<file path="src/rtl/ah_stream_accum.sv">
// Streaming accumulator: launches a read-master job, folds each buffered word
// into a sum/max/xor accumulator and reports the result with a done pulse.
module ah_stream_accum #(
  parameter int DATA_W = 32,
  parameter int ADDR_W = 25,
  parameter int ACC_W  = 40
) (
  input  logic              clock,
  input  logic              reset,
  input  logic [31:0]       read_addr,
  input  logic [31:0]       size,
  input  logic [1:0]        mode,
  input  logic              read_en,
  output logic [ACC_W-1:0]  result,
  output logic              done,
  output logic              busy,
  output logic              overflow,
  output logic              control_fixed_location,
  output logic [ADDR_W-1:0] control_read_base,
  output logic [ADDR_W-1:0] control_read_length,
  output logic              control_go,
  input  logic              control_done,
  input  logic [DATA_W-1:0] user_buffer_data,
  input  logic              user_data_available,
  output logic              user_read_buffer
);

  localparam int BYTES_PER_WORD = DATA_W / 8;

  typedef enum logic [1:0] {
    ST_IDLE   = 2'd0,
    ST_LAUNCH = 2'd1,
    ST_STREAM = 2'd2,
    ST_FINISH = 2'd3
  } state_t;

  state_t             state_q;
  logic [1:0]         mode_q;
  logic [31:0]        words_q;
  logic [ACC_W-1:0]   acc_q;
  logic               ovf_q;
  logic [ACC_W-1:0]   result_q;
  logic               done_q;
  logic               go_q;
  logic [ADDR_W-1:0]  base_q;
  logic [ADDR_W-1:0]  len_q;
  logic               cdone_q;

  logic [ACC_W-1:0]   acc_d;
  logic               carry_d;
  logic [ACC_W:0]     sum_ext;
  logic [ACC_W-1:0]   data_ext;
  logic [31:0]        words_init;
  logic               pop;
  logic               unused_addr_bits;

  assign unused_addr_bits = ^read_addr[31:ADDR_W];

  assign words_init = size / 32'(BYTES_PER_WORD);
  assign pop        = !reset && (state_q == ST_STREAM) && user_data_available
                      && (words_q != '0);

  always_comb begin
    data_ext = ACC_W'(user_buffer_data);
    sum_ext  = {1'b0, acc_q} + {1'b0, data_ext};
    acc_d    = sum_ext[ACC_W-1:0];
    carry_d  = 1'b0;
    case (mode_q)
      2'd1:    acc_d = (data_ext > acc_q) ? data_ext : acc_q;
      2'd2:    acc_d = acc_q ^ data_ext;
      default: carry_d = sum_ext[ACC_W];  // mode 3 behaves as sum
    endcase
  end

  always_ff @(posedge clock) begin
    if (reset) begin
      state_q  <= ST_IDLE;
      mode_q   <= '0;
      words_q  <= '0;
      acc_q    <= '0;
      ovf_q    <= 1'b0;
      result_q <= '0;
      done_q   <= 1'b0;
      go_q     <= 1'b0;
      base_q   <= '0;
      len_q    <= '0;
      cdone_q  <= 1'b0;
    end else begin
      go_q   <= 1'b0;
      done_q <= 1'b0;
      case (state_q)
        ST_IDLE: begin
          if (read_en) begin
            base_q  <= read_addr[ADDR_W-1:0];
            len_q   <= size[ADDR_W-1:0];
            mode_q  <= mode;
            words_q <= words_init;
            acc_q   <= '0;
            ovf_q   <= 1'b0;
            cdone_q <= 1'b0;
            if (words_init == '0) begin
              state_q <= ST_FINISH;
            end else begin
              state_q <= ST_LAUNCH;
              go_q    <= 1'b1;
            end
          end
        end
        ST_LAUNCH: begin
          cdone_q <= cdone_q | control_done;
          state_q <= ST_STREAM;
        end
        ST_STREAM: begin
          // control_done may arrive before the buffer drains; remember it
          cdone_q <= cdone_q | control_done;
          if (pop) begin
            acc_q   <= acc_d;
            ovf_q   <= ovf_q | carry_d;
            words_q <= words_q - 32'd1;
          end
          if ((words_q == '0) && (cdone_q || control_done)) begin
            state_q <= ST_FINISH;
          end
        end
        ST_FINISH: begin
          result_q <= acc_q;
          done_q   <= 1'b1;
          state_q  <= ST_IDLE;
        end
        default: state_q <= ST_IDLE;
      endcase
    end
  end

  assign result                 = result_q;
  assign done                   = done_q;
  assign busy                   = (state_q != ST_IDLE);
  assign overflow               = ovf_q;
  assign control_fixed_location = 1'b0;
  assign control_read_base      = base_q;
  assign control_read_length    = len_q;
  assign control_go             = go_q;
  assign user_read_buffer       = pop;

endmodule

</file>
<file path="config.mk">
export PLATFORM = sky130hd
export DESIGN_NAME = ah_stream_accum
export DESIGN_NICKNAME = d
export VERILOG_FILES = /design/src/rtl/ah_stream_accum.sv
export SDC_FILE = /design/constraint.sdc
export NUM_CORES = 1
export LEC_CHECK = 0
export CAP_MARGIN = 20
export CORE_MARGIN = 4
export CORE_UTILIZATION = 60
export CTS_CLUSTER_SIZE = 30
export DETAILED_ROUTE_END_ITERATION = 12
export DONT_BUFFER_PORTS = 1
export GPL_ROUTABILITY_DRIVEN = 0
export PLACE_DENSITY = 0.73
export SETUP_SLACK_MARGIN = 0.1
export SKIP_CTS_REPAIR_TIMING = 1
export SLEW_MARGIN = 10
export SYNTH_ARGS = -nofsm -noshare
export SYNTH_HDL_FRONTEND = slang
export SYNTH_SLANG_ARGS = --single-unit
</file>
<file path="constraint.sdc">
create_clock -name clock -period 5.9 [get_ports clock]
set_clock_uncertainty 0.05 [all_clocks]
set_input_delay 1.18 -clock clock [delete_from_list [all_inputs] [get_ports clock]]
set_output_delay 1.18 -clock clock [all_outputs]
set_load 0.01 [all_outputs]
</file>
==> results.json, run 1 <==
{
  "die_area_mm2": 0.0199,
  "grt_max_degree": 162,
  "syn_inst": 1395,
  "cap_violations": 0,
  "multi_input_area_mm2": 0.00654,
  "cts_made_buffers": 17,
  "ant_nets": 0,
  "slew_headroom_pct": 30.6,
  "grt_overflow_total": 0,
  "num_rows": 48,
  "worstSetupEndpointType": "flip-flop",
  "grt_pass1_wl_um": 46400,
  "synth_area_mm2": 0.0106,
  "clk_latency_ps": 440,
  "n_fill_cell": 1539,
  "required_ps": 6180,
  "postLayoutCellArea_mm2": 0.0112,
  "drv_slew": 0,
  "synth_cell_types": 85,
  "synth-seq-cells": 170,
  "dp_cells": 1539,
  "fin_nets": 1508,
  "crit_chain": "ha_1 -> a21oi_1 -> o21ai_0 -> a211oi_1 -> o32ai_1 -> or4_2 -> nand2b_2 -> nor2_1 -> a32o_1",
  "cts_tree": "done",
  "startpoint_type": "input pin",
  "clkTransAtPathRegs_ps": 70,
  "cts_max_path_buffers": 2,
  "grt_pass1_vias": 9189,
  "min_period_ps": 4170,
  "area_delta_synth_final_pct": 5.36,
  "post_drt_via_cell_ratio": 6.20,
  "fmax_ghz": 0.240,
  "tightest_slew_ps": 1040,
  "cts_root_buf": "clkbuf_16",
  "crit_fanout": 41,
  "powerDensity_mw_per_mm2": 408,
  "grt.total_usage_pct": 28.0,
  "finalHoldViolCount": 0,
  "initial_core_util_pct": 61.4,
  "dr.pass1.iters": 5,
  "final_cells": 1571,
  "yosysWarnings": 0,
  "die_y_um": 141,
  "slowest_stage": "or4_2",
  "ff_latch_area_mm2": 0.00340,
  "synth_nets": 1570,
  "io_pins": 199,
  "routedWlPerCell_um": 17.9,
  "antenna-diode-count": 0,
  "wl_um": 28100,
  "path_class": "input pin to flip-flop",
  "drc": 0,
  "cts_max_level": 4,
  "async_reset_ff_share_pct": 0,
  "p_leak_nw": 4.08,
  "drive_gt1_share_pct": 6.24,
  "fin_crit_sh_pct": 70.7,
  "setup_tns_ps": 0,
  "num_vias": 9736,
  "synth-edff-count": 0,
  "finalSetupViolations": 0,
  "antenna_found_initial": 0,
  "drt_iter0_markers": 741,
  "arrival_ps": 4450,
  "slowest_delay_ps": 750,
  "cts_sinks": 170,
  "hold_path.class": "flip-flop to flip-flop",
  "die_x_um": 141,
  "ys_seq_area_share_pct": 32.1,
  "syn_area_per_cell_um2": 7.61,
  "rsz0062_at_grt": "false",
  "synth_ff_type": "dfxtp_1",
  "dp_hpwl_um": 19200,
  "placed_cell_area_mm2": 0.0106,
  "vdd_drop_max_mv": 0.320,
  "floorplan.core_area_mm2": 0.0173,
  "status": "finished, final reports clean",
  "io_buffers": 0,
  "p_total_mw": 4.56
}
flip-flops by register name, summed over array words and instances, names as in the netlist:
register             count
state_q                  2
control_read_length     25
overflow                 1
control_go               1
control_read_base       25
words_q                 32
acc_q                   40
mode_q                   2
cdone_q                  1
done                     1
result                  40
cell type report:
class	count	share of cell area (%)
tap	225	2.52
multi-input combinational	1055	58.4
sequential	170	30.4
inverter	78	2.62
clock inverter	14	1.33
timing repair buffer	11	0.738
clock buffer	18	3.93
layout by cell type, fill, tap and decap left out, types with 5 or more instances in the layout:
cell type	n
a211o_1	7
o21ai_0	54
o21bai_1	10
o41ai_1	5
dfxtp_1	170
o32ai_1	5
a31oi_1	7
o22ai_1	13
nand2b_1	9
and3_1	6
and2_1	6
o211ai_1	10
nor4_1	14
or3_1	12
nand4_1	15
mux2i_1	50
o31ai_1	11
clkbuf_16	17
a211oi_1	25
nor2_1	119
inv_1	77
or4_1	5
nor3_1	34
nand3_1	27
or2_2	6
a221oi_1	11
inv_6	5
buf_4	11
a22oi_1	10
a21oi_1	178
nand2_1	221
xnor2_1	5
nor2b_1	12
ha_1	69
cell families after synthesis:
kind of cell    count (synthesis)  synth area share [%]
simple gates                  524                  23.7
fa+ha+maj                      72                  8.56
other cells                     1                0.0353
buf+inv                       170                  6.45
mux                            54                  5.14
xor+xnor                        7                 0.577
flops                         170                  32.1
compound gates                397                  23.5
cell usage after synthesis (12+ instances only):
cell,count,share of area [%]
nor3_1,34,1.6
nand3_1,27,1.3
a211oi_1,25,1.8
buf_1,15,0.53
dfxtp_1,170,32
nand4_1,15,0.88
or3_1,12,0.71
nor2b_1,12,0.71
clkbuf_1,64,2.3
inv_1,77,2.7
nand2_1,222,7.8
nor4_1,14,0.82
a21oi_1,178,8.4
ha_1,71,8.4
mux2i_1,50,4.7
o21ai_0,54,2.5
o22ai_1,13,0.77
nor2_1,119,4.2
routing by layer:
| metal | global-route usage [%] | share of wire (%) | vias up |
|---|---|---|---|
| met4 | 10.5 | 3.2 | 0 |
| met5 | 0 | 0 | - |
| met3 | 7.80 | 8.4 | 61 |
| met1 | 35.9 | 42 | 4504 |
| met2 | 45.0 | 47 | 329 |
| li1 | - | - | 4842 |
report_power, final:
group	internal [mW]	total (mW)	switching [mW]
Combinational	0.664	1.93	1.27
Clock	0.575	1.11	0.535
Sequential	1.33	1.52	0.191
Total	2.57	4.56	2.00
final timing paths:
check / start / endpoint / slack, ps / depth (start not counted)
min reg2reg: mode_q[0] / mode_q[0] / 430 / 2
min: mode_q[0] / mode_q[0] / 430 / 2
max reg2reg: acc_q[15] / acc_q[30] / 2020 / 10
max: user_buffer_data[15] / acc_q[30] / 1730 / 9
critical path: cells and delay by family:
family,cells,cell delay (ps)
adder cells (fa/ha/maj),1,400
AND/OR/NAND/NOR,3,1620
AO/OA/AOI/OAI,5,1240
through the flow:
step	util, %	hold slack (ps)	worst slack, ps
CTS	64.7	419	1790
global route	64.7	449	1530
detailed placement	61.3	408	1340
finish	64.7	425	1730
global placement	61.2	403	1390
floorplan	-	395	2160
Note: power is estimated with default switching activity, not from simulation.
==> run 2: changes to the inputs <==
--- a/config.mk
+++ b/config.mk
@@ -7,12 +7,12 @@
 export LEC_CHECK = 0
 export CAP_MARGIN = 20
 export CORE_MARGIN = 4
-export CORE_UTILIZATION = 60
+export CORE_UTILIZATION = 59
 export CTS_CLUSTER_SIZE = 30
 export DETAILED_ROUTE_END_ITERATION = 12
 export DONT_BUFFER_PORTS = 1
 export GPL_ROUTABILITY_DRIVEN = 0
-export PLACE_DENSITY = 0.73
+export PLACE_DENSITY = 0.75
 export SETUP_SLACK_MARGIN = 0.1
 export SKIP_CTS_REPAIR_TIMING = 1
 export SLEW_MARGIN = 10
==> constraint.sdc (replaced) <==
create_clock -name clock -period 3.7 [get_ports clock]
set_clock_uncertainty 0.05 [all_clocks]
set_input_delay 0.74 -clock clock [delete_from_list [all_inputs] [get_ports clock]]
set_output_delay 0.74 -clock clock [all_outputs]
set_load 0.01 [all_outputs]
==> results.json, run 2 (synthesized netlist as in run 1, its figures left out) <==
{
  "hold_path_depth": 1,
  "startpoint_type": "flip-flop",
  "antenna_found_initial": 0,
  "worst_slack_ps": 341,
  "cap_violations": 0,
  "cts_max_path_buffers": 2,
  "finalHoldViolCount": 0,
  "grt_pass1_vias": 9539,
  "layout_common_cells": "221 x nand2_1, 178 x a21oi_1, 170 x dfxtp_1",
  "fin_crit_sh_pct": 90.8,
  "post_drt_via_cell_ratio": 6.20,
  "p_total_mw": 7.38,
  "setup_tns_ps": 0,
  "io_buffers": 0,
  "grt_pass1_wl_um": 47100,
  "reg2reg_from": "acc_q[11]",
  "cts_made_buffers": 17,
  "dr.pass1.iters": 5,
  "required_ps": 3970,
  "final_cells": 1597,
  "grt_max_degree": 162,
  "r2r_cells": 10,
  "ant_nets": 0,
  "arrival_ps": 3630,
  "path_class": "flip-flop to flip-flop",
  "status": "finished, final reports clean",
  "critical_path.startpoint": "acc_q[11]",
  "min_period_ps": 3360,
  "tightest_slew_ps": 1020,
  "wl_um": 28800,
  "drive_gt1_share_pct": 7.94,
  "final_common_cell": "nand2_1",
  "hold_path.class": "input pin to flip-flop",
  "cts_sinks": 170,
  "antenna-diode-count": 0,
  "finalSetupViolations": 0,
  "holdWs_ps": 342,
  "place_ws_ps": 138,
  "postLayoutCellArea_mm2": 0.0114,
  "cts_max_level": 4,
  "floorplan.core_area_mm2": 0.0175,
  "fin_nets": 1534,
  "num_vias": 9896,
  "clkTransAtPathRegs_ps": 70,
  "utilization_pct": 65.0,
  "clk_latency_ps": 430,
  "die_x_um": 142,
  "routedWlPerCell_um": 18.1,
  "dp_hpwl_um": 20300,
  "grt.total_usage_pct": 28.0,
  "cts_tree": "done",
  "fmax_ghz": 0.298,
  "slew_headroom_pct": 31.7,
  "placed_cell_area_mm2": 0.0108,
  "grt_overflow_total": 0,
  "dp_cells": 1565,
  "cts_root_buf": "clkbuf_16",
  "die_y_um": 142,
  "io_pins": 199,
  "drc": 0,
  "hp-start": "reset",
  "area_delta_synth_final_pct": 7.05,
  "crit_fanout": 19,
  "powerDensity_mw_per_mm2": 649,
  "die_area_mm2": 0.0202,
  "worstSetupEndpointType": "flip-flop",
  "initial_core_util_pct": 60.8,
  "num_rows": 48,
  "drv_slew": 0,
  "p_leak_nw": 4.19,
  "rsz0062_at_grt": "false",
  "vdd_drop_max_mv": 0.475,
  "drt_iter0_markers": 665
}
[run 2: cell count changes in the layout (fill, tap and decap cells not counted)]
cell | before | now
buf_12 | 0 | 1
buf_4 | 11 | 36
clkinvlp_4 | 1 | 3
clkbuf_1 | 0 | 1
clkinv_4 | 3 | 1
clkinv_2 | 0 | 1
clkinv_8 | 3 | 1
inv_8 | 2 | 3
clkbuf_8 | 1 | 0
[run 2: layout make-up]
type                            count  area [um^2]
Clock inverter                     14          130
Inverter                           78          293
Timing Repair Buffer               37          290
Clock buffer                       18          429
Multi-Input combinational cell   1055         6540
Fill cell                        1497         6110
Sequential cell                   170         3400
Tap cell                          225          282
[run 2: report_power, final]
group          internal, mW  switching (mW)  leakage [nW]
registers              2.12           0.310          1.38
clock network         0.889           0.839         0.267
logic                  1.17            2.05          2.55
[run 2: routing by layer]
layer  up-vias  share of wire, %  GRT usage, %
met3        61               8.8          8.94
met4         0               2.8          10.4
met1      4573                42          34.6
met5         -                 0             0
li1       4873                 -             -
met2       389                47          45.7
[run 2: worst max-delay path, stage by stage, from the launching register on]
cell      delay (ps)
dfxtp_1          380
inv_1             60
ha_1             460
nand2_1          120
o21ai_0          420
a211oi_1         150
nor2b_1          220
nor4_2           120
nor2_2           810
nor2_1           200
a32o_1           260
[run 2: final timing paths]
kind                              endpoint  slack, ps
worst max-delay path             acc_q[30]        340
worst min-delay path            result[30]        340
worst max register to register   acc_q[30]        340
worst min register to register  words_q[7]        440
